===== config.mk =====
export PLATFORM = sky130hd
export DESIGN_NAME = apb_rr_arbiter
export DESIGN_NICKNAME = d
export VERILOG_FILES = /design/src/rtl/apb_rr_arbiter.sv
export SDC_FILE = /design/constraint.sdc
export NUM_CORES = 1
export LEC_CHECK = 0
export ABC_AREA = 1
export CAP_MARGIN = 20
export CORE_AREA = 2 2 159 161
export CTS_BUF_LIST = sky130_fd_sc_hd__clkbuf_16
export CTS_CLUSTER_SIZE = 40
export DETAILED_ROUTE_END_ITERATION = 8
export DIE_AREA = 0 0 161 163
export HOLD_SLACK_MARGIN = 0.15
export SLEW_MARGIN = 20
export SYNTH_ARGS = -nofsm -noshare
export SYNTH_HDL_FRONTEND = slang
export SYNTH_SLANG_ARGS = --single-unit

===== constraint.sdc =====
create_clock -name clk -period 3.3 [get_ports clk]
set_input_delay 0.495 -clock clk [delete_from_list [all_inputs] [get_ports clk]]
set_output_delay 0.495 -clock clk [all_outputs]
set_load 0.02 [all_outputs]

===== src/rtl/apb_rr_arbiter.sv =====
// Round-robin arbiter that shares one APB master port among NUM_REQ requesters.
// Grants one command at a time, runs SETUP/ACCESS, and returns a one-cycle completion pulse.
module apb_rr_arbiter #(
  parameter int NUM_REQ = 4,
  parameter int ADDR_W  = 32,
  parameter int DATA_W  = 32
) (
  input  logic                      clk,
  input  logic                      reset,
  input  logic [NUM_REQ-1:0]        req_valid_i,
  input  logic [NUM_REQ-1:0]        req_write_i,
  input  logic [NUM_REQ*ADDR_W-1:0] req_addr_i,
  input  logic [NUM_REQ*DATA_W-1:0] req_wdata_i,
  output logic [NUM_REQ-1:0]        req_ready_o,
  output logic [NUM_REQ-1:0]        rsp_valid_o,
  output logic [DATA_W-1:0]         rsp_rdata_o,
  output logic                      psel_o,
  output logic                      penable_o,
  output logic                      pwrite_o,
  output logic [ADDR_W-1:0]         paddr_o,
  output logic [DATA_W-1:0]         pwdata_o,
  input  logic                      pready_i,
  input  logic [DATA_W-1:0]         prdata_i
);

  localparam int IDX_W = (NUM_REQ > 1) ? $clog2(NUM_REQ) : 1;
  localparam int SUM_W = IDX_W + 1;

  typedef enum logic [1:0] {IDLE, SETUP, ACCESS} state_t;

  state_t              state_reg, state_next;
  logic [IDX_W-1:0]    rr_ptr_reg, rr_ptr_next;
  logic [IDX_W-1:0]    grant_reg, grant_next;
  logic [IDX_W-1:0]    pick;
  logic                pick_found;
  logic [ADDR_W-1:0]   paddr_reg, paddr_next;
  logic [DATA_W-1:0]   pwdata_reg, pwdata_next;
  logic                pwrite_reg, pwrite_next;
  logic [DATA_W-1:0]   rsp_rdata_reg, rsp_rdata_next;
  logic [NUM_REQ-1:0]  rsp_valid_reg, rsp_valid_next;
  logic [NUM_REQ-1:0]  ready;

  logic [ADDR_W-1:0]   addr_arr  [NUM_REQ];
  logic [DATA_W-1:0]   wdata_arr [NUM_REQ];
  logic [SUM_W-1:0]    cand_sum  [NUM_REQ];
  logic [IDX_W-1:0]    cand_idx  [NUM_REQ];

  // Unpack the flattened buses and build the rotated search order starting at rr_ptr.
  generate
    for (genvar gi = 0; gi < NUM_REQ; gi++) begin : g_req
      assign addr_arr[gi]  = req_addr_i[gi*ADDR_W +: ADDR_W];
      assign wdata_arr[gi] = req_wdata_i[gi*DATA_W +: DATA_W];
      assign cand_sum[gi]  = {1'b0, rr_ptr_reg} + SUM_W'(gi);
      assign cand_idx[gi]  = (cand_sum[gi] >= SUM_W'(NUM_REQ))
                             ? IDX_W'(cand_sum[gi] - SUM_W'(NUM_REQ))
                             : cand_sum[gi][IDX_W-1:0];
    end
  endgenerate

  // Walk offsets from farthest to nearest so the nearest valid requester wins.
  always_comb begin
    pick       = rr_ptr_reg;
    pick_found = 1'b0;
    for (int i = NUM_REQ - 1; i >= 0; i--) begin
      if (req_valid_i[cand_idx[i]]) begin
        pick       = cand_idx[i];
        pick_found = 1'b1;
      end
    end
  end

  always_comb begin
    state_next     = state_reg;
    rr_ptr_next    = rr_ptr_reg;
    grant_next     = grant_reg;
    paddr_next     = paddr_reg;
    pwdata_next    = pwdata_reg;
    pwrite_next    = pwrite_reg;
    rsp_rdata_next = rsp_rdata_reg;
    rsp_valid_next = '0;
    ready          = '0;
    case (state_reg)
      IDLE: begin
        if (pick_found && !reset) begin
          ready[pick] = 1'b1;
          grant_next  = pick;
          paddr_next  = addr_arr[pick];
          pwrite_next = req_write_i[pick];
          if (req_write_i[pick]) begin
            pwdata_next = wdata_arr[pick];
          end
          state_next  = SETUP;
        end
      end
      SETUP: begin
        state_next = ACCESS;
      end
      ACCESS: begin
        if (pready_i) begin
          rsp_valid_next[grant_reg] = 1'b1;
          rsp_rdata_next = pwrite_reg ? '0 : prdata_i;
          // Pointer moves only on completion so the next search starts past the winner.
          rr_ptr_next    = (grant_reg == IDX_W'(NUM_REQ - 1)) ? '0 : grant_reg + 1'b1;
          state_next     = IDLE;
        end
      end
      default: state_next = IDLE;
    endcase
  end

  always_ff @(posedge clk) begin
    if (reset) begin
      state_reg     <= IDLE;
      rr_ptr_reg    <= '0;
      grant_reg     <= '0;
      paddr_reg     <= '0;
      pwdata_reg    <= '0;
      pwrite_reg    <= 1'b0;
      rsp_rdata_reg <= '0;
      rsp_valid_reg <= '0;
    end else begin
      state_reg     <= state_next;
      rr_ptr_reg    <= rr_ptr_next;
      grant_reg     <= grant_next;
      paddr_reg     <= paddr_next;
      pwdata_reg    <= pwdata_next;
      pwrite_reg    <= pwrite_next;
      rsp_rdata_reg <= rsp_rdata_next;
      rsp_valid_reg <= rsp_valid_next;
    end
  end

  assign req_ready_o = ready;
  assign rsp_valid_o = rsp_valid_reg;
  assign rsp_rdata_o = rsp_rdata_reg;
  assign psel_o      = (state_reg != IDLE);
  assign penable_o   = (state_reg == ACCESS);
  assign pwrite_o    = pwrite_reg;
  assign paddr_o     = paddr_reg;
  assign pwdata_o    = pwdata_reg;

endmodule


Yosys cells after proc, flatten, opt, wreduce, memory -nomap -nowiden
Index checks and enable logic that the tools add are counted.
- flip-flop bits (word level): 107
- input bits: 299
- word-level logic and storage cells: 87
- output and inout port bits: 107
- bitwise gates (word level): 3
- magnitude comparators: 13
- reduce and logical (&&, ||, !) cells: 11
- add/sub/neg operators: 8
- muxes and demuxes: 39
- equality and inequality tests: 5
- operators with widths (operator ; number):
    $mux W32 ; 5
    $bmux W32 S2 ; 2
    $mux W2 ; 11
    $lt A2 B3 Y1 const B ; 6
    $ge A3 B3 Y1 const B ; 4
    $mux W1 ; 11
    $bmux W1 S2 ; 5
    $mux W4 ; 2
    $sub A2 B1 Y2 const B ; 4
    $add A2 B2 Y3 const B ; 2
    $pmux W2 S3 ; 1
    $reduce_and A2 Y1 ; 3
    $demux W1 S2 ; 2
    $eq A2 B2 Y1 const B ; 2
    $ge A2 B1 Y1 const B ; 2
    $add A2 B1 Y3 const B ; 1
    $ge A2 B3 Y1 const B ; 1
    $logic_and A1 B1 Y1 ; 3
    $not A2 Y3 ; 1
    $reduce_and A3 Y1 ; 1
    $reduce_or A3 Y1 ; 1
    $add A2 B1 Y2 const B ; 1
    $eq A2 B1 Y1 const B ; 1
    $logic_not A2 Y1 ; 1
    other kinds (5) ; 6

Logic depth before layout (Yosys ltp)
Gate-level depths: netlist of run 1.
- depth after elaboration: 15
- depth in mapped cells: 20
- gate-level depth less buffers: 17

Least setup slack after synthesis of run 1
No wires, ideal clock.
- path kind: input port to output port
- start point: input port req_valid_i[3]
- end point: output port req_ready_o[0]
- required time: 2805 ps
- slack: 811 ps
- cell stages on the path: 12
- path buffers: 2
- data arrival time: 1994 ps
- cell sequence: inv_1 nand2_1 and2_1 nand2_2 nand2_2 inv_2 nand3_2 nand2_2 nand2_4 buf_4 buf_2 nor3_1
- cells in the longest elaborated chain, start to end: 12
- elaborated cells between the ends (all ways): 24
- classes of those cells: order compare (2); mux (20); reduce/logical (2)
- ends and longest elaborated chain (element ; RTL line ; text):
    from (decl) ; 10 ; input logic [NUM_REQ-1:0] req_valid_i,
    $bmux W1 S2 ; 65 ; if (req_valid_i[cand_idx[i]]) begin
    $mux W1 (implied by the code) ; 65 ;
    $mux W2 (4 in a row) ; 65 ;
    $lt A2 B3 Y1 (implied by the code) / $ge A2 B1 Y1 (equally long branches) ; 85 ; ready[pick] = 1'b1;
    $logic_and A1 B1 Y1 (implied by the code) ; 85 ;
    $mux W1 (implied by the code) ; 85 ;
    $demux W1 S2 ; 85 ;
    $mux W4 * ; 84 ; if (pick_found && !reset) begin
    $mux W4 * ; 82 ; case (state_reg)
    to (decl) ; 14 ; output logic [NUM_REQ-1:0] req_ready_o,
Mark *: on every way between the ends. The rest lies on a longest branch, timed or not. The select of a mux whose other input is x is not followed.

Worst setup path in the final report of run 1
- start point: input port req_valid_i[0]
- end point: output port req_ready_o[2]
The elaborated chain is that of the path after synthesis.

==> out/metrics.cfg, run 1 <==
[outcome]
run_status=complete, no violations

[route]
ant_nets=0
wl_per_cell_um=14.3
dr.pass1.iters=4
drc_errors=0
totalWireLength_mm=25.9
via_per_inst=4.38
drtIter0Drc=449
num_vias=7957

[logic_synthesis]
synthXorXnorAreaFrac_pct=0
synth_compound_area_share_pct=3.13
yosysUniqueCellTypes=24
synth_area_um2=6360
yosys_register_bits=107
synth_top_family_by_area=simple AND/OR/NAND/NOR gates
synth-seq-area-share_pct=33.7
yosysWarnings=0
synthCells=1118
synthMuxAreaShare_pct=0
synth_adder_area_share_pct=0.787
syn_area_per_cell_um2=5.69
synth-simple-area-share_pct=53.0
syn-num-nets=1421

[pwr]
p_leak_nw=5.10
power_density_nw_per_um2=496
ir_drop_mv=0.385

[finish]
finalNetCount=1782
multi_input_area_um2=3630
most-common-layout-cells=nand2_1, clkdlybuf4s50_1, nand3_1
final_common_cell=nand2_1
synthToLayoutAreaGrowth_pct=71.7
regArea_um2=2140
fin_area_um2=10900
final_core_util_pct=44.3
drive_gt1_share_pct=3.37
fill_cells=2579

[global_route]
grt_pass1_vias=7552
grt.overflow.total=0
antenna_found_initial=3
grt_pass1_wl_mm=40.0
track_usage_pct=19.1
grt_start_max_net_pins=118

[place]
gp_congestion=0.823
placed_cell_area_um2=10600
io_buffer_count=405
dp_hpwl_mm=19.0

[sta]
worstMarginPinSlew_ns=1.03
hold_violations=0
final-setup-viol-count=0
drv_slew=0
rsz0062_at_grt=false
min_period_ns=3.10
fin_skew_ns=0.0169
min_period_over_period_pct=94.0
clock.fmax_mhz=322
fin_setup_tns_ns=0
max_slew_margin_pct=31.1

[min_path]
hp-class=reg -> reg

[critical_path]
crit_path_start_kind=input pin
crit_fanout=4
crit_path_end_kind=primary output
worst-setup-path-type=in -> out
arrival_ns=2.61
required_ns=2.80

[cts]
cts_buffer_depth=2
htree_levels=3
cts.sinks=107
cts_tree=yes
cts_hold_buf=0
postCtsSetupRepairBufs=0
clkTransAtPathRegs_ns=0.07
numCtsBuffers=9
worstSkewPairLatency_ns=0.36
cts_root_buffer=clkbuf_16

[floorplan]
core_area_um2=24700
boundaryPins=406
start_util_pct=25.8
dieHeight_um=163
rows=58
die_w_um=161
dieArea_um2=26200

[job]
cap_violations=0

cell families (layout without fill, tap and decap cells):
| group | after synthesis | after routing |
|---|---|---|
| simple gates | 840 | 840 |
| fa+ha+maj | 4 | 4 |
| flops | 107 | 107 |
| compound gates | 39 | 39 |
| buf+inv | 128 | 494 |
| other cells | 0 | 3 |
stage by stage:
step	worst slack (ns)	std cells	total power, mW	hold WS, ns
floorplan	0.811	1118	3.24	0.479
global placement	0.151	1798	4.37	0.436
detailed placement	0.138	1798	4.38	0.440
CTS	0.0833	1814	5.51	0.454
global route	0.00713	1816	5.85	0.470
finish	0.199	1817	5.42	0.451
routing by layer:
metal  part of all wire, %  track usage, %  vias up
li1                      -               -     4161
met1                    43            22.9     3475
met2                    48            33.0      288
met3                   7.7            5.27       33
met4                   2.0            6.70        0
met5                     0               0        -
synthesized netlist by cell type:
master      n  area [um2]
nand2_1   609        2290
nand3_1   145         726
dfxtp_1   107        2140
nor2_1     75         282
inv_1      50         188
o21ai_0    35         175
buf_2      25         125
clkbuf_1   25        93.8
buf_1       8        30.0
buf_6       8        90.1
buf_4       6        45.0
inv_2       5        18.8
ha_1        4        50.1
nand2_2     3        18.8
nor3_1      3        15.0
nand3_2     2        20.0
a21oi_1     1        5.00
and2_1      1        6.26
inv_6       1        8.76
nand2_4     1        11.3
nor2_2      1        6.26
o21ai_1     1        5.00
o22ai_1     1        6.26
o31ai_1     1        7.51
final timing paths:
path	slack, ns	from	end	depth (start not counted)
worst max register to register	0.70	rr_ptr_reg[0]$_SDFFE_PP0P_	pwdata_o[30]$_SDFFE_PP0P_	17
worst min register to register	0.45	paddr_o[13]$_SDFFE_PP0P_	paddr_o[13]$_SDFFE_PP0P_	2
worst max-delay path	0.20	req_valid_i[0]	req_ready_o[2]	12
worst min-delay path	0.45	paddr_o[13]$_SDFFE_PP0P_	paddr_o[13]$_SDFFE_PP0P_	2
layout make-up:
type	count	area share, %
well taps	330	3.78
diodes	3	0.0687
clock inverters	7	0.653
flip-flops and latches	107	19.6
clock buffers	9	2.06
multi-input cells	883	33.3
inverters	56	1.99
repair buffers	422	38.5
critical path: stages:
cell and delay [ns]:
clkdlybuf4s50_1 0.48, nand2_1 0.06, nand2_1 0.11, nand2_1 0.08
nand2_1 0.11, inv_2 0.05, nand3_1 0.07, o21ai_1 0.12
nor2_4 0.15, nand2_1 0.10, nor2_1 0.12, clkdlybuf4s50_1 0.64
power by group:
group / leakage, nW / internal, mW / switching (mW)
Clock: 0.144 / 0.534 / 0.564
Combinational: 4.08 / 1.15 / 1.56
Sequential: 0.876 / 1.50 / 0.112
repair_timing:
action	CTS	global route
endpoints found under the hold margin	0	0
gates resized for setup	0	2
endpoints found under the setup margin	0	2
No activity file was read; power rests on OpenSTA's default activity.
==> run 2: changes to the inputs <==
CORE_AREA = 2 2 156 158   (was 2 2 159 161)
DIE_AREA = 0 0 158 160   (was 0 0 161 163)
clock period = 3.1 ns   (was 3.3 ns; I/O delays follow)
==> run 2 against run 1 <==
Sequential power grew 7%. Clock power grew 8%. Largest cell class unchanged. Critical path depth unchanged. Sequential cell count did not move. Die area down 3.7%. Via count increased by 0.14%.
==> out/metrics.cfg, run 2 (synthesis results as in run 1) <==
[sta]
clock.fmax_mhz=365
hold_violations=0  ; unchanged
min_period_ns=2.74
rsz0062_at_grt=false  ; unchanged
max_slew_margin_pct=30.1  ; was 31.1%
setup_ws_ns=0.357  ; was 0.199 ns
final-setup-viol-count=0  ; unchanged
min_period_over_period_pct=88.5
drv_slew=0  ; unchanged
fin_skew_ns=0.0149  ; was 0.0169 ns
worstMarginPinSlew_ns=1.05  ; was 1.03 ns
fin_setup_tns_ns=0  ; unchanged

[floorplan]
die_w_um=158  ; was 161 um
start_util_pct=26.7  ; was 25.8%
rows=57  ; was 58
core_area_um2=23800  ; was 24700 um2
dieArea_um2=25300  ; was 26200 um2
dieHeight_um=160  ; was 163 um
boundaryPins=406  ; unchanged

[job]
cap_violations=0  ; unchanged

[finish]
final_core_util_pct=46.1  ; was 44.3%
fin_area_um2=11000  ; was 10900 um2
final_common_cell=nand2_1  ; unchanged
synthToLayoutAreaGrowth_pct=72.5  ; was 71.7%
multi_input_area_um2=3640  ; was 3630 um2
fill_cells=2554  ; was 2579
most-common-layout-cells=nand2_1, clkdlybuf4s50_1, nand3_1  ; unchanged
regArea_um2=2140  ; unchanged
finalNetCount=1787  ; was 1782
drive_gt1_share_pct=3.76  ; was 3.37%

[global_route]
grt_start_max_net_pins=75  ; was 118
grt_pass1_wl_mm=39.4  ; was 40.0 mm
track_usage_pct=19.8  ; was 19.1%
grt.overflow.total=0  ; unchanged
grt_pass1_vias=7469  ; was 7552
antenna_found_initial=1  ; was 3

[pwr]
p_leak_nw=5.18  ; was 5.10 nW
power_density_nw_per_um2=530  ; was 496 nW/um2
ir_drop_mv=0.362  ; was 0.385 mV

[cts]
cts_hold_buf=0  ; unchanged
htree_levels=3  ; unchanged
worstSkewPairLatency_ns=0.36  ; about the same
cts_resized=1  ; was 0
cts_buffer_depth=2  ; unchanged
clkTransAtPathRegs_ns=0.07  ; about the same
numCtsBuffers=9  ; unchanged
cts_tree=yes  ; unchanged
cts.sinks=107  ; unchanged
postCtsSetupRepairBufs=0  ; unchanged
cts_root_buffer=clkbuf_16  ; unchanged

[critical_path]
crit_path_end_kind=primary output  ; unchanged
crit_path_start_kind=input pin  ; unchanged
required_ns=2.63  ; was 2.80 ns
arrival_ns=2.28  ; was 2.61 ns
crit_fanout=6  ; was 4
worst-setup-path-type=in -> out  ; unchanged

[place]
dp_hpwl_mm=19.2  ; was 19.0 mm
post-place-ws_ns=0.0218  ; was 0.138 ns
placed_cell_area_um2=10700  ; was 10600 um2
gp_congestion=0.814  ; was 0.823
io_buffer_count=405  ; unchanged

[route]
dr.pass1.iters=5  ; was 4
ant_nets=0  ; unchanged
totalWireLength_mm=26.1  ; was 25.9 mm
drc_errors=0  ; unchanged
drtIter0Drc=442  ; was 449
num_vias=7968  ; was 7957
wl_per_cell_um=14.4  ; was 14.3 um
via_per_inst=4.39  ; was 4.38

[min_path]
hp-class=reg -> reg  ; unchanged

[outcome]
run_status=complete, no violations  ; unchanged

run 2: worst paths after layout:
check,slack (ns),to,depth (start not counted),from
worst max-delay path,0.36,req_ready_o[1],12,req_valid_i[1]
worst min-delay path,0.45,paddr_o[12]$_SDFFE_PP0P_,2,paddr_o[12]$_SDFFE_PP0P_
worst max register to register,0.44,pwdata_o[4]$_SDFFE_PP0P_,18,rr_ptr_reg[0]$_SDFFE_PP0P_
worst min register to register,0.45,paddr_o[12]$_SDFFE_PP0P_,2,paddr_o[12]$_SDFFE_PP0P_
run 2: area by class of cell:
cell class | instances | area share, %
clock buffers | 9 | 2.05
diodes | 1 | 0.0228
flip-flops and latches | 107 | 19.5
inverters | 56 | 1.98
multi-input cells | 883 | 33.2
clock inverters | 7 | 0.730
well taps | 324 | 3.70
repair buffers | 427 | 38.8
run 2: critical path, stage by stage:
cell	delay (ns)
clkdlybuf4s50_1	0.49
nand2_1	0.06
nand2_1	0.10
nand2_1	0.10
nand2_1	0.13
inv_2	0.06
nand2_1	0.09
nand3_2	0.11
nand2_4	0.15
inv_4	0.06
nor3_1	0.17
dlymetal6s2s_1	0.28
run 2: power breakdown:
group | internal (mW) | leakage (nW) | switching [mW]
registers | 1.60 | 0.876 | 0.124
logic | 1.24 | 4.16 | 1.66
clock network | 0.576 | 0.146 | 0.617
total | 3.41 | 5.18 | 2.40
run 2: metrics by stage:
stage / power, mW / hold WS (ns) / instances
finish: 5.82 / 0.453 / 1814
global route: 6.28 / 0.471 / 1814
global placement: 4.67 / 0.437 / 1797
detailed placement: 4.68 / 0.440 / 1797
CTS: 5.91 / 0.455 / 1813
floorplan: 3.45 / 0.479 / 1118
run 2: metal layers:
layer	vias up	GRT usage (%)	routed length (um)	part of all wire, %
met5	-	0	0	0
met4	0	5.73	554	2.1
met3	32	6.05	2320	8.9
met2	303	35.6	12600	48
met1	3458	22.4	10600	41
li1	4175	-	-	-
